<file path="src/rtl/pwm_capture_16bits_pkg.sv">
`default_nettype none
// +-----------------------------------------------------------------------+
// | pwm_capture_16bits_pkg: shared widths, enums and helpers for capture  |
// | Revision: 1.0                                                          |
// +-----------------------------------------------------------------------+
package pwm_capture_16bits_pkg;

  localparam int PWMCOUNT_WIDTH = 16;
  localparam int DIVCLK_WIDTH   = 8;
  localparam int EVTCOUNT_WIDTH = 8;

  typedef enum logic {START_RISE = 1'b0, START_FALL = 1'b1} capt_edge_e;
  typedef enum logic {CAPT_OFF = 1'b0, CAPT_ON = 1'b1}      capt_onoff_e;
  typedef enum logic {CLKDIV_OFF = 1'b0, CLKDIV_ON = 1'b1}  clkdiv_onoff_e;
  typedef enum logic {INT_OFF = 1'b0, INT_ON = 1'b1}        int_onoff_e;

  typedef enum logic [1:0] {
    IDLE = 2'd0,
    ARM  = 2'd1,
    HIGH = 2'd2,
    LOW  = 2'd3
  } capt_state_e;

  // An event count of zero behaves as one period per interrupt.
  function automatic logic [EVTCOUNT_WIDTH-1:0] evt_limit(input logic [EVTCOUNT_WIDTH-1:0] n);
    return (n == '0) ? EVTCOUNT_WIDTH'(1) : n;
  endfunction

endpackage
`default_nettype wire

</file>
<file path="src/rtl/pwm_capture_16bits_capt_tick_gen.sv">
`default_nettype none
// +-----------------------------------------------------------------------+
// | capt_tick_gen: prescaler producing a clock-enable tick, with restart  |
// | Revision: 1.0                                                          |
// +-----------------------------------------------------------------------+
module capt_tick_gen
  import pwm_capture_16bits_pkg::*;
#(
  parameter int DIV_W = DIVCLK_WIDTH
) (
  input  logic             clk_i,
  input  logic             rst_ni,
  input  logic             en_i,
  input  logic             restart_i,
  input  logic             div_on_i,
  input  logic [DIV_W-1:0] div_i,
  output logic             tick_o
);

  logic [DIV_W-1:0] div_cnt_q;
  logic [DIV_W-1:0] div_cnt_d;
  logic [DIV_W-1:0] cur;
  logic             wrap;

  // The restart cycle itself counts as prescaler phase 0.
  always_comb begin
    cur       = restart_i ? '0 : div_cnt_q;
    wrap      = (cur == div_i);
    tick_o    = en_i & (~div_on_i | wrap);
    div_cnt_d = (!en_i || !div_on_i || wrap) ? '0 : cur + 1'b1;
  end

  always_ff @(posedge clk_i or negedge rst_ni) begin
    if (!rst_ni) begin
      div_cnt_q <= '0;
    end else begin
      div_cnt_q <= div_cnt_d;
    end
  end

endmodule
`default_nettype wire

</file>
<file path="src/rtl/pwm_capture_16bits.sv">
`default_nettype none
// +-----------------------------------------------------------------------+
// | pwm_capture_16bits: PWM input capture, period/high width measurement  |
// | Revision: 1.0                                                          |
// +-----------------------------------------------------------------------+
module pwm_capture_16bits
  import pwm_capture_16bits_pkg::*;
#(
  parameter int SYNC_STAGES = 2,
  parameter int CNT_W       = PWMCOUNT_WIDTH
) (
  input  logic                      clk_i,
  input  logic                      rst_ni,
  input  logic                      pwm_i,
  input  logic                      capt_onoff_i,
  input  logic                      capt_edge_i,
  input  logic [DIVCLK_WIDTH-1:0]   clkdivider_i,
  input  logic                      clkdiv_onoff_i,
  input  logic [EVTCOUNT_WIDTH-1:0] eventcount_i,
  input  logic                      int_onoff_i,
  output logic [CNT_W-1:0]          period_meas_o,
  output logic [CNT_W-1:0]          high_meas_o,
  output logic                      valid_o,
  output logic                      overflow_o,
  output logic                      capt_irq_o
);

  capt_state_e                state_q, state_d;
  logic [SYNC_STAGES-1:0]     sync_q;
  logic                       prev_q;
  capt_edge_e                 edge_sh_q, edge_sh_d;
  logic [DIVCLK_WIDTH-1:0]    div_sh_q, div_sh_d;
  clkdiv_onoff_e              divon_sh_q, divon_sh_d;
  logic [EVTCOUNT_WIDTH-1:0]  evtn_sh_q, evtn_sh_d;
  logic [CNT_W-1:0]           cnt_q, cnt_d;
  logic                       ovf_q, ovf_d;
  logic [CNT_W-1:0]           high_sh_q, high_sh_d;
  logic [CNT_W-1:0]           period_q, period_d;
  logic [CNT_W-1:0]           high_q, high_d;
  logic                       ovf_out_q, ovf_out_d;
  logic                       valid_q, valid_d;
  logic                       irq_q, irq_d;
  logic [EVTCOUNT_WIDTH-1:0]  evt_q, evt_d, evt_next;

  logic on, pol, norm, norm_prev, start_edge, stop_edge, restart, tick;

  // Both current and previous samples use the same shadowed polarity,
  // so a polarity change while idle never looks like an edge.
  always_comb begin
    on         = (capt_onoff_i == CAPT_ON);
    pol        = (edge_sh_q == START_FALL);
    norm       = sync_q[SYNC_STAGES-1] ^ pol;
    norm_prev  = prev_q ^ pol;
    start_edge = norm & ~norm_prev;
    stop_edge  = ~norm & norm_prev;
    restart    = on && start_edge && (state_q == ARM || state_q == LOW);
  end

  capt_tick_gen #(
    .DIV_W (DIVCLK_WIDTH)
  ) u_tick (
    .clk_i     (clk_i),
    .rst_ni    (rst_ni),
    .en_i      (on && (state_q != IDLE)),
    .restart_i (restart),
    .div_on_i  (divon_sh_q == CLKDIV_ON),
    .div_i     (div_sh_q),
    .tick_o    (tick)
  );

  always_comb begin
    state_d    = state_q;
    edge_sh_d  = edge_sh_q;
    div_sh_d   = div_sh_q;
    divon_sh_d = divon_sh_q;
    evtn_sh_d  = evtn_sh_q;
    cnt_d      = cnt_q;
    ovf_d      = ovf_q;
    high_sh_d  = high_sh_q;
    period_d   = period_q;
    high_d     = high_q;
    ovf_out_d  = ovf_out_q;
    valid_d    = 1'b0;
    irq_d      = 1'b0;
    evt_d      = evt_q;
    evt_next   = evt_q + 1'b1;

    if (state_q == IDLE || restart) begin
      edge_sh_d  = capt_edge_e'(capt_edge_i);
      div_sh_d   = clkdivider_i;
      divon_sh_d = clkdiv_onoff_e'(clkdiv_onoff_i);
      evtn_sh_d  = eventcount_i;
    end

    if (restart) begin
      cnt_d = tick ? CNT_W'(1) : '0;
      ovf_d = 1'b0;
    end else if (state_q == HIGH || state_q == LOW) begin
      if (tick) begin
        if (cnt_q == '1) ovf_d = 1'b1;
        else             cnt_d = cnt_q + 1'b1;
      end
    end else begin
      cnt_d = '0;
      ovf_d = 1'b0;
    end

    if (!on) begin
      state_d = IDLE;
      evt_d   = '0;
    end else begin
      case (state_q)
        IDLE: state_d = ARM;
        ARM:  if (start_edge) state_d = HIGH;
        HIGH: begin
          if (stop_edge) begin
            high_sh_d = cnt_q;
            state_d   = LOW;
          end
        end
        LOW: begin
          if (start_edge) begin
            period_d  = cnt_q;
            high_d    = high_sh_q;
            ovf_out_d = ovf_q;
            valid_d   = 1'b1;
            if (evt_next >= evt_limit(evtn_sh_q)) begin
              evt_d = '0;
              irq_d = (int_onoff_i == INT_ON);
            end else begin
              evt_d = evt_next;
            end
            state_d = HIGH;
          end
        end
        default: state_d = IDLE;
      endcase
    end
  end

  always_ff @(posedge clk_i or negedge rst_ni) begin
    if (!rst_ni) begin
      state_q <= IDLE;
    end else begin
      state_q <= state_d;
    end
  end

  always_ff @(posedge clk_i or negedge rst_ni) begin
    if (!rst_ni) begin
      sync_q     <= '0;
      prev_q     <= 1'b0;
      edge_sh_q  <= START_RISE;
      div_sh_q   <= '0;
      divon_sh_q <= CLKDIV_OFF;
      evtn_sh_q  <= '0;
      cnt_q      <= '0;
      ovf_q      <= 1'b0;
      high_sh_q  <= '0;
      period_q   <= '0;
      high_q     <= '0;
      ovf_out_q  <= 1'b0;
      valid_q    <= 1'b0;
      irq_q      <= 1'b0;
      evt_q      <= '0;
    end else begin
      sync_q     <= {sync_q[SYNC_STAGES-2:0], pwm_i};
      prev_q     <= sync_q[SYNC_STAGES-1];
      edge_sh_q  <= edge_sh_d;
      div_sh_q   <= div_sh_d;
      divon_sh_q <= divon_sh_d;
      evtn_sh_q  <= evtn_sh_d;
      cnt_q      <= cnt_d;
      ovf_q      <= ovf_d;
      high_sh_q  <= high_sh_d;
      period_q   <= period_d;
      high_q     <= high_d;
      ovf_out_q  <= ovf_out_d;
      valid_q    <= valid_d;
      irq_q      <= irq_d;
      evt_q      <= evt_d;
    end
  end

  assign period_meas_o = period_q;
  assign high_meas_o   = high_q;
  assign valid_o       = valid_q;
  assign overflow_o    = ovf_out_q;
  assign capt_irq_o    = irq_q;

endmodule
`default_nettype wire

</file>
<file path="config.mk">
export PLATFORM = sky130hd
export DESIGN_NAME = pwm_capture_16bits
export DESIGN_NICKNAME = d
export VERILOG_FILES = /design/src/rtl/pwm_capture_16bits_pkg.sv /design/src/rtl/pwm_capture_16bits_capt_tick_gen.sv /design/src/rtl/pwm_capture_16bits.sv
export SDC_FILE = /design/constraint.sdc
export NUM_CORES = 1
export LEC_CHECK = 0
export ABC_AREA = 1
export CAP_MARGIN = 5
export CORE_MARGIN = 1.5
export CORE_UTILIZATION = 59
export DETAILED_ROUTE_END_ITERATION = 10
export GPL_TIMING_DRIVEN = 0
export PLACE_DENSITY = 0.83
export SLEW_MARGIN = 20
export SYNTH_ARGS = -nofsm -noshare
export SYNTH_HDL_FRONTEND = slang
export SYNTH_SLANG_ARGS = --single-unit
</file>
<file path="constraint.sdc">
create_clock -name clk_i -period 5.55 [get_ports clk_i]
set_input_delay 1.3875 -clock clk_i [delete_from_list [all_inputs] [get_ports clk_i]]
set_output_delay 1.3875 -clock clk_i [all_outputs]
set_load 0.005 [all_outputs]
</file>
# == Yosys cells after proc, flatten, opt, wreduce, memory -nomap -nowiden ==
# Index checks and enable logic that the tools add are counted.
# classes
n_addsub,3
order_cmp,1
eq_ne,12
mux,27
n_bitwise,9
reduce_logical,20
# op_table
cell,count
16-bit 2-to-1 mux,4
8-bit 2-to-1 mux,7
16-bit by 1-bit adder with 16-bit output (second input constant),1
8-bit by 1-bit adder with 8-bit output (second input constant),2
16-bit == test (second input constant),1
1-bit 2-to-1 mux,12
3-bit != test (second input constant),3
8-bit == test,1
8-bit greater-or-equal comparator,1
8-bit logical NOT,1
2-bit AND reduction,4
2-bit 2-to-1 mux,3
3-bit by 2-bit != test with 1-bit output (second input constant),2
2-bit one-hot mux with 3 select lines,1
3-bit AND reduction,2
1-bit logical OR,5
2-bit == test (second input constant),2
2-bit by 1-bit != test with 1-bit output (second input constant),2
1-bit AND,3
1-bit logical AND,3
1-bit NOT,3
2-bit by 1-bit == test with 1-bit output (second input constant),1
1-bit logical NOT,2
2-bit logical NOT,1
4 further kinds,5
# totals
regBits,107
inputBits,23
output_inout_bits,35

# == Longest topological paths before layout ==
# logic_depth
depth_word,12
ltp_mapped,18
mapped_depth_nobuf,17

# == Modules after synthesis ==
# Synthesis repeated with hierarchy kept, for this count alone.
# hier_totals
hier_cells,658
area_unflattened_um2,5345.1
# modules_own_cells
module,n_inst,cells_per_inst,area_per_inst_um2,seq_area_each_um2
pwm_capture_16bits,1,554,4677.0,2477.4
capt_tick_gen,1,104,668.1,200.2

# == Worst setup path before layout ==
# No wires, ideal clock.
# synth_path
kind,input -> register
from,input capt_onoff_i
to,register cnt_q[11]
setup_time_ns,0.118
arrival_ns,2.625
slack_ns,2.807
path_stages,16
path_buffers,2
cell_sequence,nand2_2 -> clkinv_2 -> nand3_4 -> buf_6 -> nand2_1 -> nand2_1 -> nand3_1 -> nor2_1 -> nand2_1 -> nand2_2 -> nand2_4 -> nand2_8 -> nand2_4 -> buf_6 -> nand2_1 -> nand2_1
# synth_between
elab_chain_cells,8
# synth_lines
element,line_no,rtl
"start, declared",pwm_capture_16bits.sv:15,"input logic capt_onoff_i,"
1-bit logical AND (2 in series),pwm_capture_16bits.sv:56,restart = on && start_edge && (state_q == ARM || state_q == LOW);
8-bit 2-to-1 mux,pwm_capture_16bits_capt_tick_gen.sv:27,cur = restart_i ? '0 : div_cnt_q;
8-bit == test,pwm_capture_16bits_capt_tick_gen.sv:28,wrap = (cur == div_i);
1-bit bitwise OR,pwm_capture_16bits_capt_tick_gen.sv:29,tick_o = en_i & (~div_on_i | wrap);
1-bit AND,pwm_capture_16bits_capt_tick_gen.sv:29,
3-bit != test (no source line),n/a,
2-bit AND reduction (no source line),n/a,
"end signal, assigned",pwm_capture_16bits.sv:173,cnt_q <= cnt_d;
"end, declared",pwm_capture_16bits.sv:35,"logic [CNT_W-1:0] cnt_q, cnt_d;"
# Parallel ways exist; a longest one is shown, timed or not.
# A chain may end at the register's enable or synchronous reset.

# == Final worst setup path ==
# layout_path
from,input capt_onoff_i
to,register period_q[4] (netlist: period_meas_o[4])
# layout_between
elab_chain_cells,1
# layout_lines
element,line_no,rtl
3-bit AND reduction (no source line),n/a,
"end signal, assigned",pwm_capture_16bits.sv:176,period_q <= period_d;
"end, declared",pwm_capture_16bits.sv:38,"logic [CNT_W-1:0] period_q, period_d;"
# Every way passes these cells.

==> results.yml <==
clock_tree:
  cts-resized-gates: 0
  htreeDepth: 3
  cts_buffer_depth: 2
  cts_buffers: 9
  cts-root-buf: "clkbuf_8"
  clk_latency_ns: 0.38
  ctsHoldBuffers: 0
  cts_tree: "built"
  postCtsSetupBuffers: 0
  clkTransAtPathRegs_ns: 0.10
  clock-sinks: 107
final_layout:
  fin_util: 0.721
  syn_to_final_growth_pct: 18.1
  multi_input_area_um2: 1980
  fill_cells: 622
  final_common_cell: "nand2_1"
  drive_gt1_frac: 0.0644
  nNetsFinal: 697
  diodes: 0
  final_cell_mix: "nand2_1, dfrtp_1, inv_1"
  register_area_um2: 2680
global_route:
  grt_use_total: 0.270
  grt_pass1_wl_um: 18900
  overflow: 0
  use_met1: 0.336
  grt-busiest-layer: "met2"
  antenna_found_initial: 0
  grt_pass1_vias: 4226
  met2_usage: 0.473
  grt_max_degree: 84
  use_met3: 0.0470
floorplanning:
  die-area_um2: 9060
  rows: 33
  ios: 58
  initial_core_util: 0.610
  die_y_um: 95.2
  core_area_um2: 8220
  die_w_um: 95.2
power:
  powerDensity_nw_per_um2: 294
  combPwrFrac: 0.229
  power_frac_clock: 0.252
  intPower_w: 0.00116
  p_sw_w: 0.000587
  leakage_nw: 2.87
  switching_share: 0.336
  max-vdd-ir-drop_v: 0.000143
  seqPwrFrac: 0.519
setup_path:
  end_kind: "flip-flop"
  crit_type: "in2reg"
  critical_path.startpoint_type: "primary input"
  crit_arrival_ns: 3.48
  cp_max_fo: 10
  required_ns: 5.79
yosys:
  synth.avg_cell_area_um2: 8.44
  async_reset_ff_frac: 1.00
  ys_ff_latch: 107
  synth_edf_count: 0
  synth.distinct_cells: 38
  ys.flop_type: "dfrtp_1"
  synth_area_um2: 5020
  synth.net_count: 628
  yosysSeqAreaShare: 0.534
  ys_warn_count: 0
  synthCells: 594
route:
  drt_iter0_drc: 240
  vias: 4236
  vias_per_cell: 5.48
  finalWirelength_um: 11200
  wire_per_inst_um: 14.5
  drt_first_pass_iters: 4
  final_antenna_net_count: 0
  route.detailed.drc: 0
sta:
  worstMarginPinSlew_ns: 0.797
  finClkSkew_ns: 0.0167
  max_freq_ghz: 0.309
  maxSlewHeadroom: 0.468
  worst_slack_ns: 2.31
  rsz0062_at_grt: "false"
  setup_viol: 0
  drv_slew: 0
  period_minus_slack_ns: 3.24
  fin_setup_tns_ns: 0
  hold_viol_final: 0
  hold_ws_ns: 0.373
  period_share: 0.583
outcome:
  status: "finished, final reports clean"
flow_run:
  maxCapViolCount: 0
placement:
  place_hpwl_um: 8010
  gp_congestion: 0.872
  dp_slack_ns: 1.93
  io_buffers: 57
min_path:
  worst_hold_path_type: "reg2reg"
[cell type report]
cell class,count,area share
Inverter,68,0.0433
Timing Repair Buffer,58,0.101
Tap cell,105,0.0222
Sequential cell,107,0.452
Multi-Input combinational cell,400,0.335
Buffer,19,0.0169
Clock inverter,6,0.00824
Clock buffer,10,0.0215
[cells in the mapped netlist (2+ instances only)]
library cell / number / area share
nand2_1: 196 / 0.15
dfrtp_1: 107 / 0.53
inv_1: 65 / 0.049
o21ai_0: 58 / 0.058
nand3_1: 37 / 0.037
nor2_1: 21 / 0.016
a21oi_1: 13 / 0.013
clkbuf_1: 13 / 0.0097
ha_1: 11 / 0.027
nor3_1: 8 / 0.0080
xor2_1: 7 / 0.012
nand2_2: 6 / 0.0075
nand4_1: 6 / 0.0075
o22ai_1: 6 / 0.0075
nand2_4: 5 / 0.011
nor3b_1: 4 / 0.0060
buf_6: 3 / 0.0067
o21ai_1: 3 / 0.0030
o32ai_1: 3 / 0.0052
buf_2: 2 / 0.0020
nand3b_1: 2 / 0.0030
nor2_2: 2 / 0.0025
[per-layer routing]
layer / routed length (µm) / vias up
met5: 0 / -
met4: 184 / 0
met3: 607 / 22
met2: 5640 / 134
met1: 4810 / 2038
li1: - / 2042
[sequential cells by signal, summed over array words and instances, names as in the netlist, 8 cells and up]
register          count
period_meas_o        16
high_sh_q            16
cnt_q                16
evt_q                 8
div_sh_q              8
u_tick.div_cnt_q      8
high_meas_o          16
evtn_sh_q             8
[critical path, cell delays in order]
cell and delay [ns]:
clkdlybuf4s50_1 0.58, nand2_2 0.09, clkinv_2 0.07, nand3_4 0.09, buf_4 0.20, nor2_2 0.25, clkinv_1 0.26, clkbuf_1 0.32
nand2_1 0.13, o21ai_0 0.09
[power by group through the flow]
stage	combinational [W]	clock [W]	sequential (W)
6_report	0.000399	0.000440	0.000905
5_1_grt	0.000457	0.000474	0.000916
4_1_cts	0.000399	0.000447	0.000904
3_5_place_dp	0.000397	0	0.000917
3_3_place_gp	0.000371	0	0.000916
2_1_floorplan	0.000277	0	0.000906
[kinds of logic (layout without fill, tap and decap cells)]
kind of cell               Yosys count  count (layout)  share of synthesized area
DFF                                107             107                      0.534
muxes                                1               1                    0.00224
xor gates and xnor gates             8               8                     0.0140
buffers and inverters               87             161                     0.0711
AOI/OAI and AO/OA                   86              86                     0.0915
and+or+nand+nor                    294             294                      0.260
adders and majority gates           11              11                     0.0274
[worst paths after layout]
check	cells after the start	start	slack (ns)	end
worst min register to register	0	sync_q[0]	0.37	sync_q[1]
worst min-delay path	0	sync_q[0]	0.37	sync_q[1]
worst max-delay path	10	capt_onoff_i	2.31	period_meas_o[4]
max in group asynchronous	2	rst_ni	4.02	high_meas_o[14]
worst max register to register	11	evt_q[2]	2.74	evt_q[5]
min in group asynchronous	1	rst_ni	0.86	capt_irq_o
[metrics by stage]
step                      cells  instance area, µm²  total power, W
after floorplan             594                5020         0.00118
after global placement      756                5720         0.00129
after detailed placement    757                5750         0.00131
after CTS                   773                5920         0.00175
after global routing        773                5920         0.00185
final                       773                5920         0.00174
Power figures use the tool's default switching activity.
